### src/rtl/unstack_block_arbiter.sv
// Job controller and block arbiter in front of the 128->32 word unstacker.
// Define UNSTACK_ARB_FIXED_PRIO_EN for fixed lowest-index-wins priority.
module unstack_block_arbiter #(
    parameter int unsigned NUM_REQ     = 2,
    parameter int unsigned BLOCK_WORDS = 4,
    parameter int unsigned CNT_W       = 16
) (
    input  logic                   clk_i,
    input  logic                   rst_i,
    input  logic                   clr_i,
    input  logic                   enable_i,
    input  logic                   start_i,
    input  logic [CNT_W-1:0]       nblocks_i,
    input  logic [NUM_REQ-1:0]     req_valid_i,
    input  logic [NUM_REQ*128-1:0] req_data_i,
    output logic [NUM_REQ-1:0]     req_ready_o,
    output logic                   us_valid_o,
    output logic [127:0]           us_data_o,
    input  logic                   us_ready_i,
    input  logic                   word_valid_i,
    input  logic                   word_ready_i,
    output logic [NUM_REQ-1:0]     grant_o,
    output logic [CNT_W-1:0]       remaining_o,
    output logic                   busy_o,
    output logic                   done_o
);

    localparam int unsigned WCNT_W = $clog2(BLOCK_WORDS + 1);

    typedef enum logic [2:0] {
        S_IDLE,
        S_ARB,
        S_XFER,
        S_DRAIN,
        S_DONE
    } state_e;

    state_e              state_q, state_d;
    logic [NUM_REQ-1:0]  grant_q, grant_d;
    logic [CNT_W-1:0]    rem_q, rem_d;
    logic [WCNT_W-1:0]   wcnt_q, wcnt_d;

    logic [NUM_REQ-1:0]  pick;
    logic                any_req;
    logic                gvalid;
    logic [127:0]        gdata;
    logic                in_xfer;
    logic                word_hs;
    logic                last_word;
    logic                block_end;

    assign any_req   = |req_valid_i;
    assign gvalid    = |(grant_q & req_valid_i);
    assign in_xfer   = enable_i && (state_q == S_XFER);
    assign word_hs   = enable_i && word_valid_i && word_ready_i;
    assign last_word = (wcnt_q == WCNT_W'(BLOCK_WORDS - 1));
    assign block_end = (state_q == S_DRAIN) && word_hs && last_word;

    // Data of the currently granted requester (one-hot select)
    always_comb begin
        gdata = '0;
        for (int i = 0; i < int'(NUM_REQ); i++) begin
            if (grant_q[i]) begin
                gdata = gdata | req_data_i[128*i +: 128];
            end
        end
    end

`ifdef UNSTACK_ARB_FIXED_PRIO_EN

    // Lowest-index valid requester wins
    always_comb begin
        logic found;
        found = 1'b0;
        pick  = '0;
        for (int k = 0; k < int'(NUM_REQ); k++) begin
            if (!found && req_valid_i[k]) begin
                pick[k] = 1'b1;
                found   = 1'b1;
            end
        end
    end

`else

    localparam int unsigned IDX_W = (NUM_REQ > 1) ? $clog2(NUM_REQ) : 1;

    logic [IDX_W-1:0]     rr_q, rr_d;
    logic [IDX_W-1:0]     gidx;
    logic [2*NUM_REQ-1:0] rv_dbl;
    logic [2*NUM_REQ-1:0] pick_dbl;
    logic [NUM_REQ-1:0]   rv_rot;
    logic [NUM_REQ-1:0]   pick_rot;

    // Encode the one-hot grant to an index for the pointer update
    always_comb begin
        gidx = '0;
        for (int i = 0; i < int'(NUM_REQ); i++) begin
            if (grant_q[i]) begin
                gidx = IDX_W'(i);
            end
        end
    end

    // Round-robin: rotate requests to the pointer, pick first, rotate back
    always_comb begin
        logic found;
        found    = 1'b0;
        rv_dbl   = {req_valid_i, req_valid_i} >> rr_q;
        rv_rot   = rv_dbl[NUM_REQ-1:0];
        pick_rot = '0;
        for (int k = 0; k < int'(NUM_REQ); k++) begin
            if (!found && rv_rot[k]) begin
                pick_rot[k] = 1'b1;
                found       = 1'b1;
            end
        end
        pick_dbl = {{NUM_REQ{1'b0}}, pick_rot} << rr_q;
        pick     = pick_dbl[NUM_REQ-1:0] | pick_dbl[2*NUM_REQ-1:NUM_REQ];
    end

    // Pointer moves past the requester whose block just drained
    always_comb begin
        rr_d = rr_q;
        if (clr_i) begin
            rr_d = '0;
        end else if (block_end) begin
            if (gidx == IDX_W'(NUM_REQ - 1)) begin
                rr_d = '0;
            end else begin
                rr_d = gidx + IDX_W'(1);
            end
        end
    end

    // Round-robin pointer register
    always_ff @(posedge clk_i or posedge rst_i) begin
        if (rst_i) begin
            rr_q <= '0;
        end else begin
            rr_q <= rr_d;
        end
    end

`endif

    // Next-state, grant, block and word counters
    always_comb begin
        state_d = state_q;
        grant_d = grant_q;
        rem_d   = rem_q;
        wcnt_d  = wcnt_q;
        if (clr_i) begin
            state_d = S_IDLE;
            grant_d = '0;
            rem_d   = '0;
            wcnt_d  = '0;
        end else if (enable_i) begin
            unique case (state_q)
                S_IDLE: begin
                    if (start_i) begin
                        if (nblocks_i != '0) begin
                            rem_d   = nblocks_i;
                            state_d = S_ARB;
                        end else begin
                            state_d = S_DONE;
                        end
                    end
                end
                S_ARB: begin
                    if (any_req) begin
                        grant_d = pick;
                        state_d = S_XFER;
                    end
                end
                S_XFER: begin
                    if (!gvalid) begin
                        grant_d = '0;
                        state_d = S_ARB;
                    end else if (us_ready_i) begin
                        wcnt_d  = '0;
                        state_d = S_DRAIN;
                    end
                end
                S_DRAIN: begin
                    if (word_hs) begin
                        if (last_word) begin
                            wcnt_d  = '0;
                            grant_d = '0;
                            if (rem_q != '0) begin
                                rem_d = rem_q - CNT_W'(1);
                            end
                            if (rem_q <= CNT_W'(1)) begin
                                state_d = S_DONE;
                            end else begin
                                state_d = S_ARB;
                            end
                        end else begin
                            wcnt_d = wcnt_q + WCNT_W'(1);
                        end
                    end
                end
                S_DONE: begin
                    grant_d = '0;
                    state_d = S_IDLE;
                end
                default: begin
                    grant_d = '0;
                    state_d = S_IDLE;
                end
            endcase
        end
    end

    // State and counter registers
    always_ff @(posedge clk_i or posedge rst_i) begin
        if (rst_i) begin
            state_q <= S_IDLE;
            grant_q <= '0;
            rem_q   <= '0;
            wcnt_q  <= '0;
        end else begin
            state_q <= state_d;
            grant_q <= grant_d;
            rem_q   <= rem_d;
            wcnt_q  <= wcnt_d;
        end
    end

    // Handshake outputs; valid only while enabled and the source is valid
    always_comb begin
        us_valid_o  = in_xfer && gvalid;
        us_data_o   = us_valid_o ? gdata : 128'd0;
        req_ready_o = in_xfer ? (grant_q & {NUM_REQ{us_ready_i}}) : '0;
        done_o      = enable_i && (state_q == S_DONE);
        busy_o      = (state_q != S_IDLE);
        grant_o     = grant_q;
        remaining_o = rem_q;
    end

endmodule

### config.mk
export PLATFORM = sky130hd
export DESIGN_NAME = unstack_block_arbiter
export DESIGN_NICKNAME = d
export VERILOG_FILES = /design/src/rtl/unstack_block_arbiter.sv
export SDC_FILE = /design/constraint.sdc
export NUM_CORES = 1
export LEC_CHECK = 0
export ABC_AREA = 1
export BUFFER_PORTS_ARGS = -buffer_cell sky130_fd_sc_hd__buf_4
export CELL_PAD_IN_SITES_DETAIL_PLACEMENT = 0
export CELL_PAD_IN_SITES_GLOBAL_PLACEMENT = 2
export CORE_ASPECT_RATIO = 0.6
export CORE_UTILIZATION = 12
export DETAILED_ROUTE_END_ITERATION = 10
export PLACE_DENSITY = 0.87
export SYNTH_ARGS = -nofsm -noshare
export SYNTH_HDL_FRONTEND = slang
export SYNTH_SLANG_ARGS = --single-unit
export TNS_END_PERCENT = 1
### constraint.sdc
create_clock -name clk_i -period 1.4 [get_ports clk_i]
set_input_delay 0.14 -clock clk_i [delete_from_list [all_inputs] [get_ports clk_i]]
set_output_delay 0.14 -clock clk_i [all_outputs]
set_load 0.05 [all_outputs]
==> flow_summary.json, run 1 <==
{
  "drc": 0,
  "synth-simple-area-share_pct": 48.5,
  "final.min_clock_period_ns": 2.05,
  "die_x_um": 233,
  "fmax_ghz": 0.488,
  "synth-xor-area-share_pct": 0.457,
  "io_buffers": 432,
  "max_slew.worst_pin.slew_ns": 0.385,
  "async_flop_share_pct": 100,
  "cts.htree.levels": 1,
  "grt_util_all_layers_pct": 17.5,
  "ys_types": 29,
  "cts-root-buf": "clkbuf_16",
  "power.total_uw": 7940,
  "crit_chain": "nand3b_1 > inv_2 > nand2_2 > nor2_4 > inv_8 > buf_12 > a21oi_1 > buf_4",
  "die_h_um": 140,
  "cp_data_arrival_time_ns": 1.91,
  "antenna_found_initial": 3,
  "yosysSeqAreaShare_pct": 16.3,
  "ys_warn_count": 0,
  "clkSinkCount": 25,
  "maxCapViolCount": 0,
  "synth_compound_area_share_pct": 23.6,
  "grt_pass1_vias": 6308,
  "grt_pass1_wl_um": 42000,
  "layout-drive-gt1-share_pct": 50.8,
  "setup_viol": 159,
  "period_share_pct": 146,
  "fin_nets": 1511,
  "worst-setup-path-type": "reg -> out",
  "syn_avg_cell_area_um2": 5.10,
  "worstHoldPathType": "in -> reg",
  "critical_path.endpoint_type": "output pin",
  "post_drt_wl_per_cell_um": 18.8,
  "status": "finished with violations",
  "core_um2": 31300,
  "synthMuxAreaShare_pct": 0,
  "cts_tree": "done",
  "p_leak_uw": 0.00390,
  "slowest_delay_ns": 0.38,
  "syn2layout_area_growth_pct": 132,
  "drt_pass1_iterations": 5,
  "dp_hpwl_um": 26400,
  "wirelength_um": 30800,
  "drt_iter0_markers": 580,
  "initial_core_util_pct": 12.3,
  "setup_slack_ns": -0.648,
  "grt_max_degree": 64,
  "synth_fa_ha_area_share_pct": 1.31,
  "via_per_inst": 4.15,
  "clockBufferDepth": 2,
  "path_max_fanout": 33,
  "relSlewSlack_pct": 74.3,
  "path_clk_slew_ns": 0.07,
  "cts_buffers": 3,
  "worstSkewPairLatency_ns": 0.27,
  "synth_ff_type": "dfrtp_1",
  "syn-num-nets": 1038,
  "place_area_um2": 8200,
  "drv_slew": 0,
  "slowest_stage": "dfrtp_1",
  "post-cts-setup-buffers": 0,
  "powerDensity_nw_per_um2": 891,
  "rsz0062_at_grt": "true",
  "crit_required_ns": 1.26,
  "numPlacedInstances": 1634,
  "violations": "negative setup slack",
  "synth_top_family_by_area": "simple AND/OR/NAND/NOR gates",
  "crit_family": "buffers and inverters",
  "final_hold_viol_count": 0,
  "finClkSkew_ns": 0.00498,
  "cp-start-kind": "flop",
  "ys_seq_elements": 25,
  "via_count": 6820,
  "crit_buf_inv": 4,
  "synth-edff-count": 0,
  "io_pins": 433,
  "synth_cells": 752,
  "fin_cells": 1642,
  "rows": 50,
  "reg2reg_slack_ns": -0.28,
  "finalWeightedCongestion": 0.972,
  "max-vdd-ir-drop_uv": 663,
  "fin_area_um2": 8910,
  "syn_area_um2": 3830,
  "die-area_um2": 32700,
  "grt_overflow": 0,
  "drtAntennaViolNets": 0
}
flip-flops by register name, indices dropped and copies added (netlist names):
register	count
state_q	3
rr_q	1
remaining_o	16
wcnt_q	3
grant_o	2
synthesized netlist by cell type, drive strengths merged, types with 2 or more instances:
cell type / n / area (um^2)
dfrtp: 25 / 626
inv: 39 / 146
nand3b: 2 / 15.0
nand3: 26 / 155
nor2: 49 / 223
ha: 4 / 50.1
nand2: 372 / 1410
a21oi: 134 / 708
nor3: 8 / 40.0
clkbuf: 29 / 109
buf: 21 / 123
o21ai: 36 / 184
final cells by class:
type	instances	area, um^2
multi-input combinational	638	3150
timing repair buffer	518	4370
antenna	2	5.00
sequential	25	633
inverter	39	154
tap	416	520
fill	3549	22400
clock buffer	4	78.8
report_power, final:
part	total [uW]	leakage (uW)	internal (uW)	switching [uW]
Combinational	6100	0.00354	2380	3730
Sequential	1150	0.000328	951	198
Clock	688	0.0000382	392	297
layout by cell type, fill, tap and decap left out, types with 11 or more instances in the layout:
master and n:
inv_1 33, o21ai_1 11, o21ai_0 24, a21oi_2 62
a21oi_1 67, dfrtp_1 23, buf_4 425, nand3_1 24
nand2_1 364, buf_6 77, nor2_1 39
metal layers:
| metal | up-vias | track usage (%) | part of all wire [%] |
|---|---|---|---|
| li1 | 3341 | - | - |
| met1 | 3180 | 24.8 | 45 |
| met3 | 24 | 2.83 | 6.7 |
| met2 | 273 | 27.6 | 46 |
| met5 | - | 0 | 0.032 |
| met4 | 2 | 3.65 | 1.9 |
timing repair:
item                                    CTS  global route
endpoints found under the hold margin    25             0
cloned                                    0             1
pin swaps                                 3             2
endpoints found under the setup margin  159           159
hold buffers                              1             0
resized for setup                       125            30
final timing paths:
check | startpoint | cells after the start | to
worst min register to register | wcnt_q[1] | 2 | wcnt_q[1]
worst max register to register | state_q[2] | 9 | remaining_o[15]
min in group asynchronous | rst_i | 4 | remaining_o[9]
max in group asynchronous | rst_i | 4 | grant_o[0]
worst max-delay path | state_q[0] | 8 | us_data_o[78]
worst min-delay path | nblocks_i[12] | 5 | remaining_o[12]
cell families (layout without fill, tap and decap cells):
kind of cell    Yosys count  in the layout
other cells               0              2
flops                    25             25
xor+xnor                  2              2
buf+inv                  89            561
fa+ha+maj                 4              4
compound gates          172            172
simple gates            460            460
per-stage QoR:
step                util [%]  setup TNS [ns]  setup WS (ns)  hold WS, ns
floorplan                  -         -136.67          -1.09        0.167
global placement        26.2          -45.77         -0.522        0.268
detailed placement      26.2          -45.13         -0.502        0.248
CTS                     28.0          -78.81         -0.671        0.166
global route            28.5          -94.22         -0.758        0.215
finish                  28.5          -77.04         -0.648        0.175
worst register-to-register path, cell delays in order, from the launching register on:
cell	delay, ns
dfrtp_1	0.40
inv_2	0.06
buf_4	0.13
nand3_4	0.10
nor2_4	0.20
buf_4	0.22
nand3_1	0.27
nand2_1	0.13
nand2_1	0.05
nand2_1	0.06
Power figures use the tool's default switching activity.
==> run 2: changes to the inputs <==
--- a/config.mk
+++ b/config.mk
@@ -5,14 +5,15 @@
 export SDC_FILE = /design/constraint.sdc
 export NUM_CORES = 1
 export LEC_CHECK = 0
-export ABC_AREA = 1
+export ABC_AREA = 0
 export BUFFER_PORTS_ARGS = -buffer_cell sky130_fd_sc_hd__buf_4
 export CELL_PAD_IN_SITES_DETAIL_PLACEMENT = 0
 export CELL_PAD_IN_SITES_GLOBAL_PLACEMENT = 2
 export CORE_ASPECT_RATIO = 0.6
-export CORE_UTILIZATION = 12
+export CORE_UTILIZATION = 13
 export DETAILED_ROUTE_END_ITERATION = 10
-export PLACE_DENSITY = 0.87
+export PLACE_DENSITY = 0.89
+export RECOVER_POWER = 50
 export SYNTH_ARGS = -nofsm -noshare
 export SYNTH_HDL_FRONTEND = slang
 export SYNTH_SLANG_ARGS = --single-unit
==> run 2 against run 1 <==
Effect of this change: the run still ends with negative setup slack left; critical path depth is 1 lower; global-route usage rose by 0.95 points; utilization rose by 6.6 points; routed wire length shrank 7.3%; clock power up 3.1%; critical endpoint is now us_data_o[112]; first-iteration DRC count down 27%; via count is 4.7% lower; non-clock buffer count up 42.
==> flow_summary.json, run 2 <==
{
  "synth_cells": 535,
  "via_per_inst": 4.64,
  "rsz0062_at_grt": "true",
  "p_seq_share_pct": 14.7,
  "drt_iter0_markers": 423,
  "drt_pass1_iterations": 5,
  "ys_warn_count": 0,
  "cp_data_arrival_time_ns": 2.03,
  "r2r-start": "state_q[1]",
  "yosys.area.top_type": "a22oi_1",
  "clockBufferDepth": 2,
  "period_share_pct": 155,
  "worstSkewPairLatency_ns": 0.28,
  "critical_path.endpoint_type": "output pin",
  "largest_reg_flops": 16,
  "initial_core_util_pct": 13.3,
  "synth_ff_type": "dfrtp_1",
  "synth_top_area_share_pct": 27.7,
  "intPower_uw": 3650,
  "comb_power_share_pct": 75.0,
  "drtAntennaViolNets": 0,
  "synth_common_cells": "147 x nor2_1, 131 x a22oi_1, 47 x clkbuf_1, 25 x dfrtp_1",
  "multi_input_area_um2": 3150,
  "path_max_fanout": 22,
  "syn_avg_cell_area_um2": 6.65,
  "mostFrequentLayoutCell": "buf_4",
  "synthTopCellsByArea": "a22oi_1 28%, dfrtp_1 18%, nor2_1 16%",
  "core_um2": 26600,
  "fin_nets": 1329,
  "worstHoldPathType": "in -> reg",
  "swShare_pct": 46.8,
  "syn-num-nets": 821,
  "rows": 46,
  "cts_buffers": 3,
  "synth.most_common_cell": "nor2_1",
  "crit_required_ns": 1.26,
  "crit_start": "state_q[2]",
  "p_clk_share_pct": 10.3,
  "wirelength_um": 28600,
  "maxCapViolCount": 0,
  "finalWeightedCongestion": 1.01,
  "cts_tree": "done",
  "io_buffers": 432,
  "ff_latch_area_um2": 633,
  "clkSinkCount": 25,
  "setup_tns_ns": -103.56,
  "finClkSkew_ns": 0.00451,
  "relSlewSlack_pct": 50.6,
  "ys_types": 56,
  "status": "finished with violations",
  "die-area_um2": 28000,
  "cts.htree.levels": 1,
  "cp-start-kind": "flop",
  "powerDensity_nw_per_um2": 733,
  "via_count": 6499,
  "grt_pass1_wl_um": 38600,
  "die_h_um": 130,
  "nFillCells": 2777,
  "path_clk_slew_ns": 0.07,
  "dp_slack_ns": -0.674,
  "worst-setup-path-type": "reg -> out",
  "layout_common_cells": "404 x buf_4, 129 x a22oi_1, 126 x buf_6",
  "p_sw_uw": 3210,
  "final_hold_viol_count": 0,
  "p_leak_uw": 0.00396,
  "post_drt_wl_per_cell_um": 20.4,
  "yosysSeqAreaShare_pct": 17.6,
  "antenna_found_initial": 0,
  "grt_pass1_vias": 5925,
  "syn_area_um2": 3560,
  "die_x_um": 216,
  "final.min_clock_period_ns": 2.17,
  "ys_seq_elements": 25,
  "grt_util_all_layers_pct": 18.5,
  "drc": 0,
  "max_slew.worst_pin.slew_ns": 0.740,
  "cts-root-buf": "clkbuf_16",
  "max-vdd-ir-drop_uv": 470,
  "violations": "negative setup slack",
  "grt_overflow": 0,
  "fmax_ghz": 0.460,
  "syn2layout_area_growth_pct": 163,
  "dp_hpwl_um": 23500,
  "worstHoldStart": "nblocks_i[9]",
  "layout-drive-gt1-share_pct": 67.1,
  "antenna_cells": 0,
  "async_flop_share_pct": 100,
  "drv_slew": 0,
  "io_pins": 433,
  "synth-edff-count": 0,
  "setup_viol": 160,
  "grt_max_degree": 115,
  "setup_slack_ns": -0.773
}
[run 2: changes by cell type after synthesis, moves of 8 or more]
cell / previous run / this run
nand2_1: 368 / 13
a22oi_1: 0 / 131
a21oi_1: 124 / 18
nor2_1: 45 / 147
nand3_1: 24 / 4
clkbuf_1: 29 / 47
inv_1: 35 / 18
o21ai_0: 26 / 10
buf_2: 17 / 4
a21oi_2: 10 / 0
nor4_1: 1 / 10
o21ai_1: 9 / 1
[run 2: per-layer routing]
metal  vias up  share of wire [%]  routed length [um]  global-route usage (%)
li1       3037                  -                   -                       -
met1      3179                 43               12300                    25.3
met2       247                 48               13600                    29.1
met3        36                4.8                1380                    2.42
met4         0                4.5                1290                    8.01
met5         -                  0                   0                       0
[run 2: worst max-delay path, stage by stage (launching register included)]
cell and delay, ns:
dfrtp_1 0.41, nor2b_2 0.16, nand2_2 0.07, or3_4 0.38, buf_16 0.19, buf_6 0.18
nor2_1 0.17, buf_6 0.19
[run 2: cell type report]
| type | instances | area share [%] |
|---|---|---|
| tap | 360 | 4.82 |
| inverter | 18 | 0.723 |
| clock buffer | 3 | 0.803 |
| sequential | 25 | 6.77 |
| multi-input combinational | 435 | 33.6 |
| clock inverter | 1 | 0.0803 |
| timing repair buffer | 560 | 53.2 |
[run 2: cells by family after synthesis]
group / Yosys count / share of synthesized area [%]
muxes: 2 / 0.563
DFF: 25 / 17.6
adders and majority gates: 4 / 1.41
buffers and inverters: 75 / 8.80
and+or+nand+nor: 214 / 26.9
AOI/OAI and AO/OA: 215 / 44.7
[run 2: final timing paths]
kind,end,slack [ns],depth (start not counted)
hold reg to reg,wcnt_q[1],0.51,2
hold / removal,remaining_o[9],0.21,3
min in group asynchronous,state_q[0],0.63,4
max in group asynchronous,grant_o[0],0.21,4
setup / recovery,us_data_o[112],-0.77,7
setup reg to reg,remaining_o[2],-0.70,8
[run 2: timing repair]
item	4_1_cts	5_1_grt
gates cloned	1	0
buffers inserted	1	1
hold endpoints to repair	25	0
endpoints found under the setup margin	160	160
hold buffers	1	0
resized for setup	226	72
pin swaps	13	4
[run 2: power groups by stage]
stage / Combinational (uW) / Sequential (uW) / Clock (uW)
after floorplan: 1750 / 1400 / 0
after global placement: 4550 / 983 / 0
after detailed placement: 4550 / 987 / 0
after CTS: 4980 / 1000 / 703
after global routing: 5440 / 1020 / 753
final: 5140 / 1010 / 709
[run 2: through the flow]
stage / hold WS [ns] / cell area (um^2) / utilization [%] / cells / total power [uW]
CTS: 0.208 / 9100 / 34.2 / 1401 / 6680
global route: 0.237 / 9350 / 35.1 / 1402 / 7220
floorplan: 0.167 / 3600 / - / 535 / 3150
finish: 0.213 / 9350 / 35.1 / 1402 / 6860
global placement: 0.253 / 8110 / 30.4 / 1394 / 5530
detailed placement: 0.249 / 8110 / 30.4 / 1394 / 5540
==> run 3: changes to the inputs <==
--- a/config.mk
+++ b/config.mk
@@ -5,14 +5,13 @@
 export SDC_FILE = /design/constraint.sdc
 export NUM_CORES = 1
 export LEC_CHECK = 0
-export ABC_AREA = 0
 export BUFFER_PORTS_ARGS = -buffer_cell sky130_fd_sc_hd__buf_4
 export CELL_PAD_IN_SITES_DETAIL_PLACEMENT = 0
 export CELL_PAD_IN_SITES_GLOBAL_PLACEMENT = 2
 export CORE_ASPECT_RATIO = 0.6
-export CORE_UTILIZATION = 13
+export CORE_UTILIZATION = 15
 export DETAILED_ROUTE_END_ITERATION = 10
-export PLACE_DENSITY = 0.89
+export PLACE_DENSITY = 0.95
 export RECOVER_POWER = 50
 export SYNTH_ARGS = -nofsm -noshare
 export SYNTH_HDL_FRONTEND = slang
==> constraint.sdc (replaced) <==
create_clock -name clk_i -period 2.6 [get_ports clk_i]
set_input_delay 0.26 -clock clk_i [delete_from_list [all_inputs] [get_ports clk_i]]
set_output_delay 0.26 -clock clk_i [all_outputs]
set_load 0.05 [all_outputs]
==> run 3 against run 2 <==
Effect of this change: largest cell class unchanged; critical path type unchanged; largest power group unchanged; first-iteration DRC count is 49% higher; count of clock-buffer cells in the layout is 1 higher; critical path depth is 1 lower; highest routed layer unchanged; the run now ends clean.
==> flow_summary.json, run 3 (same netlist as run 2, synthesis figures left out) <==
{
  "swShare_pct": 52.5,
  "grt_max_degree": 133,
  "cp-start-kind": "flop",
  "clkSinkCount": 25,
  "path_clk_slew_ns": 0.07,
  "powerDensity_nw_per_um2": 421,
  "die_h_um": 121,
  "endpoint": "us_data_o[61]",
  "dp_slack_ns": 0.306,
  "grt_util_all_layers_pct": 20.6,
  "via_count": 6175,
  "die-area_um2": 24300,
  "period_share_pct": 94.8,
  "largest_reg_flops": 16,
  "drt_iter0_markers": 629,
  "fin_nets": 1234,
  "grt_overflow": 0,
  "grt_pass1_wl_um": 37000,
  "drt_pass1_iterations": 6,
  "p_clk_share_pct": 12.4,
  "path_max_fanout": 8,
  "intPower_uw": 1440,
  "layout-drive-gt1-share_pct": 48.8,
  "drv_slew": 0,
  "r2r-start": "state_q[2]",
  "post_drt_wl_per_cell_um": 21.4,
  "setup_tns_ns": 0,
  "crit_required_ns": 2.34,
  "syn2layout_area_growth_pct": 102,
  "cp_data_arrival_time_ns": 2.20,
  "p_leak_uw": 0.00316,
  "layout_common_cells": "409 x buf_4, 146 x nor2_1, 130 x a22oi_1",
  "via_per_inst": 4.89,
  "maxCapViolCount": 0,
  "clockBufferDepth": 2,
  "final_hold_viol_count": 0,
  "wirelength_um": 27000,
  "cts.htree.levels": 1,
  "p_seq_share_pct": 20.0,
  "crit_start": "state_q[1]",
  "dp_hpwl_um": 21900,
  "setup_slack_ns": 0.136,
  "fmax_ghz": 0.406,
  "worst-setup-path-type": "reg -> out",
  "cts_buffers": 3,
  "antenna_found_initial": 1,
  "mostFrequentLayoutCell": "buf_4",
  "finClkSkew_ns": 0.00313,
  "status": "finished, final reports clean",
  "final.min_clock_period_ns": 2.46,
  "setup_viol": 0,
  "worstSkewPairLatency_ns": 0.27,
  "relSlewSlack_pct": 49.1,
  "grt_pass1_vias": 5442,
  "max_slew.worst_pin.slew_ns": 0.762,
  "die_x_um": 201,
  "drtAntennaViolNets": 0,
  "worstHoldPathType": "in -> async",
  "cts_hold_buf": 0,
  "cts_tree": "done",
  "cts-root-buf": "clkbuf_16",
  "critical_path.endpoint_type": "output pin",
  "rsz0062_at_grt": "false",
  "finalWeightedCongestion": 1.01,
  "p_sw_uw": 1590,
  "core_um2": 23200,
  "antenna_cells": 0,
  "r2r-end": "remaining_o[1]",
  "reg2reg_slack_ns": 0.14,
  "max-vdd-ir-drop_uv": 251,
  "initial_core_util_pct": 15.3,
  "io_pins": 433,
  "holdWs_ns": 0.122,
  "comb_power_share_pct": 67.6,
  "rows": 43,
  "drc": 0,
  "io_buffers": 432,
  "worstRegToRegCells": 6
}
run 3: cell count changes in the layout (fill, tap and decap cells not counted), moves of 4 or more:
| cell | delta |
|---|---|
| buf_4 | +5 |
| buf_6 | -126 |
| buf_8 | -16 |
| clkbuf_1 | +24 |
| clkbuf_2 | +22 |
| nor2_1 | +86 |
| nor2_2 | -70 |
| nor2_4 | -16 |
| nor3_1 | +4 |
| o32ai_1 | +5 |
| o32ai_2 | -4 |
run 3: worst min-delay path by stage:
stage | startpoint | endpoint | slack, ns | cells after the start
global route | rst_i | remaining_o[1] | 0.16 | 2
detailed placement | rst_i | remaining_o[1] | 0.42 | 2
CTS | rst_i | remaining_o[1] | 0.13 | 2
finish | rst_i | remaining_o[1] | 0.12 | 2
global placement | rst_i | remaining_o[1] | 0.43 | 2
floorplan | rst_i | grant_o[0] | 0.29 | 1
run 3: power by group through the flow:
stage          logic (uW)  clock network (uW)  registers (uW)
4_1_cts              2090                 380             600
5_1_grt              2180                 398             616
3_3_place_gp         2100                   0             595
3_5_place_dp         2070                   0             595
2_1_floorplan         935                   0             752
6_report             2050                 376             605
run 3: routing by layer:
layer	vias up	global-route usage (%)	routed length (um)
li1	2855	-	-
met1	2954	26.8	11200
met2	329	33.9	12900
met3	37	4.83	2050
met4	0	6.30	829
met5	-	0	0
run 3: final cells by class:
type / count / area (um^2)
timing repair buffer: 463 / 3370
fill: 2521 / 16000
inverter: 18 / 67.6
tap: 315 / 394
multi-input combinational: 437 / 2640
clock buffer: 4 / 78.8
sequential: 25 / 634
run 3: critical path, stage by stage (launching register included):
cell and delay (ns):
dfrtp_2 0.43, nor2b_2 0.21, nand2_2 0.13, or3_4 0.49, buf_4 0.21, nor2_1 0.22, buf_4 0.24
run 3: metrics by stage:
step | instance area [um^2] | total power [uW] | std cells | utilization, %
6_report | 7190 | 3030 | 1262 | 31.0
5_1_grt | 7190 | 3190 | 1262 | 31.0
4_1_cts | 7350 | 3070 | 1262 | 31.7
3_5_place_dp | 7220 | 2660 | 1253 | 31.1
3_3_place_gp | 7220 | 2690 | 1253 | 31.1
2_1_floorplan | 3560 | 1690 | 535 | -
run 3: repair_timing:
item | 4_1_cts | 5_1_grt
cloned | 2 | 0
gates resized for setup | 4 | 1
setup endpoints to repair | 2 | 58
pin swaps | 1 | 0
setup buffers | 3 | 0
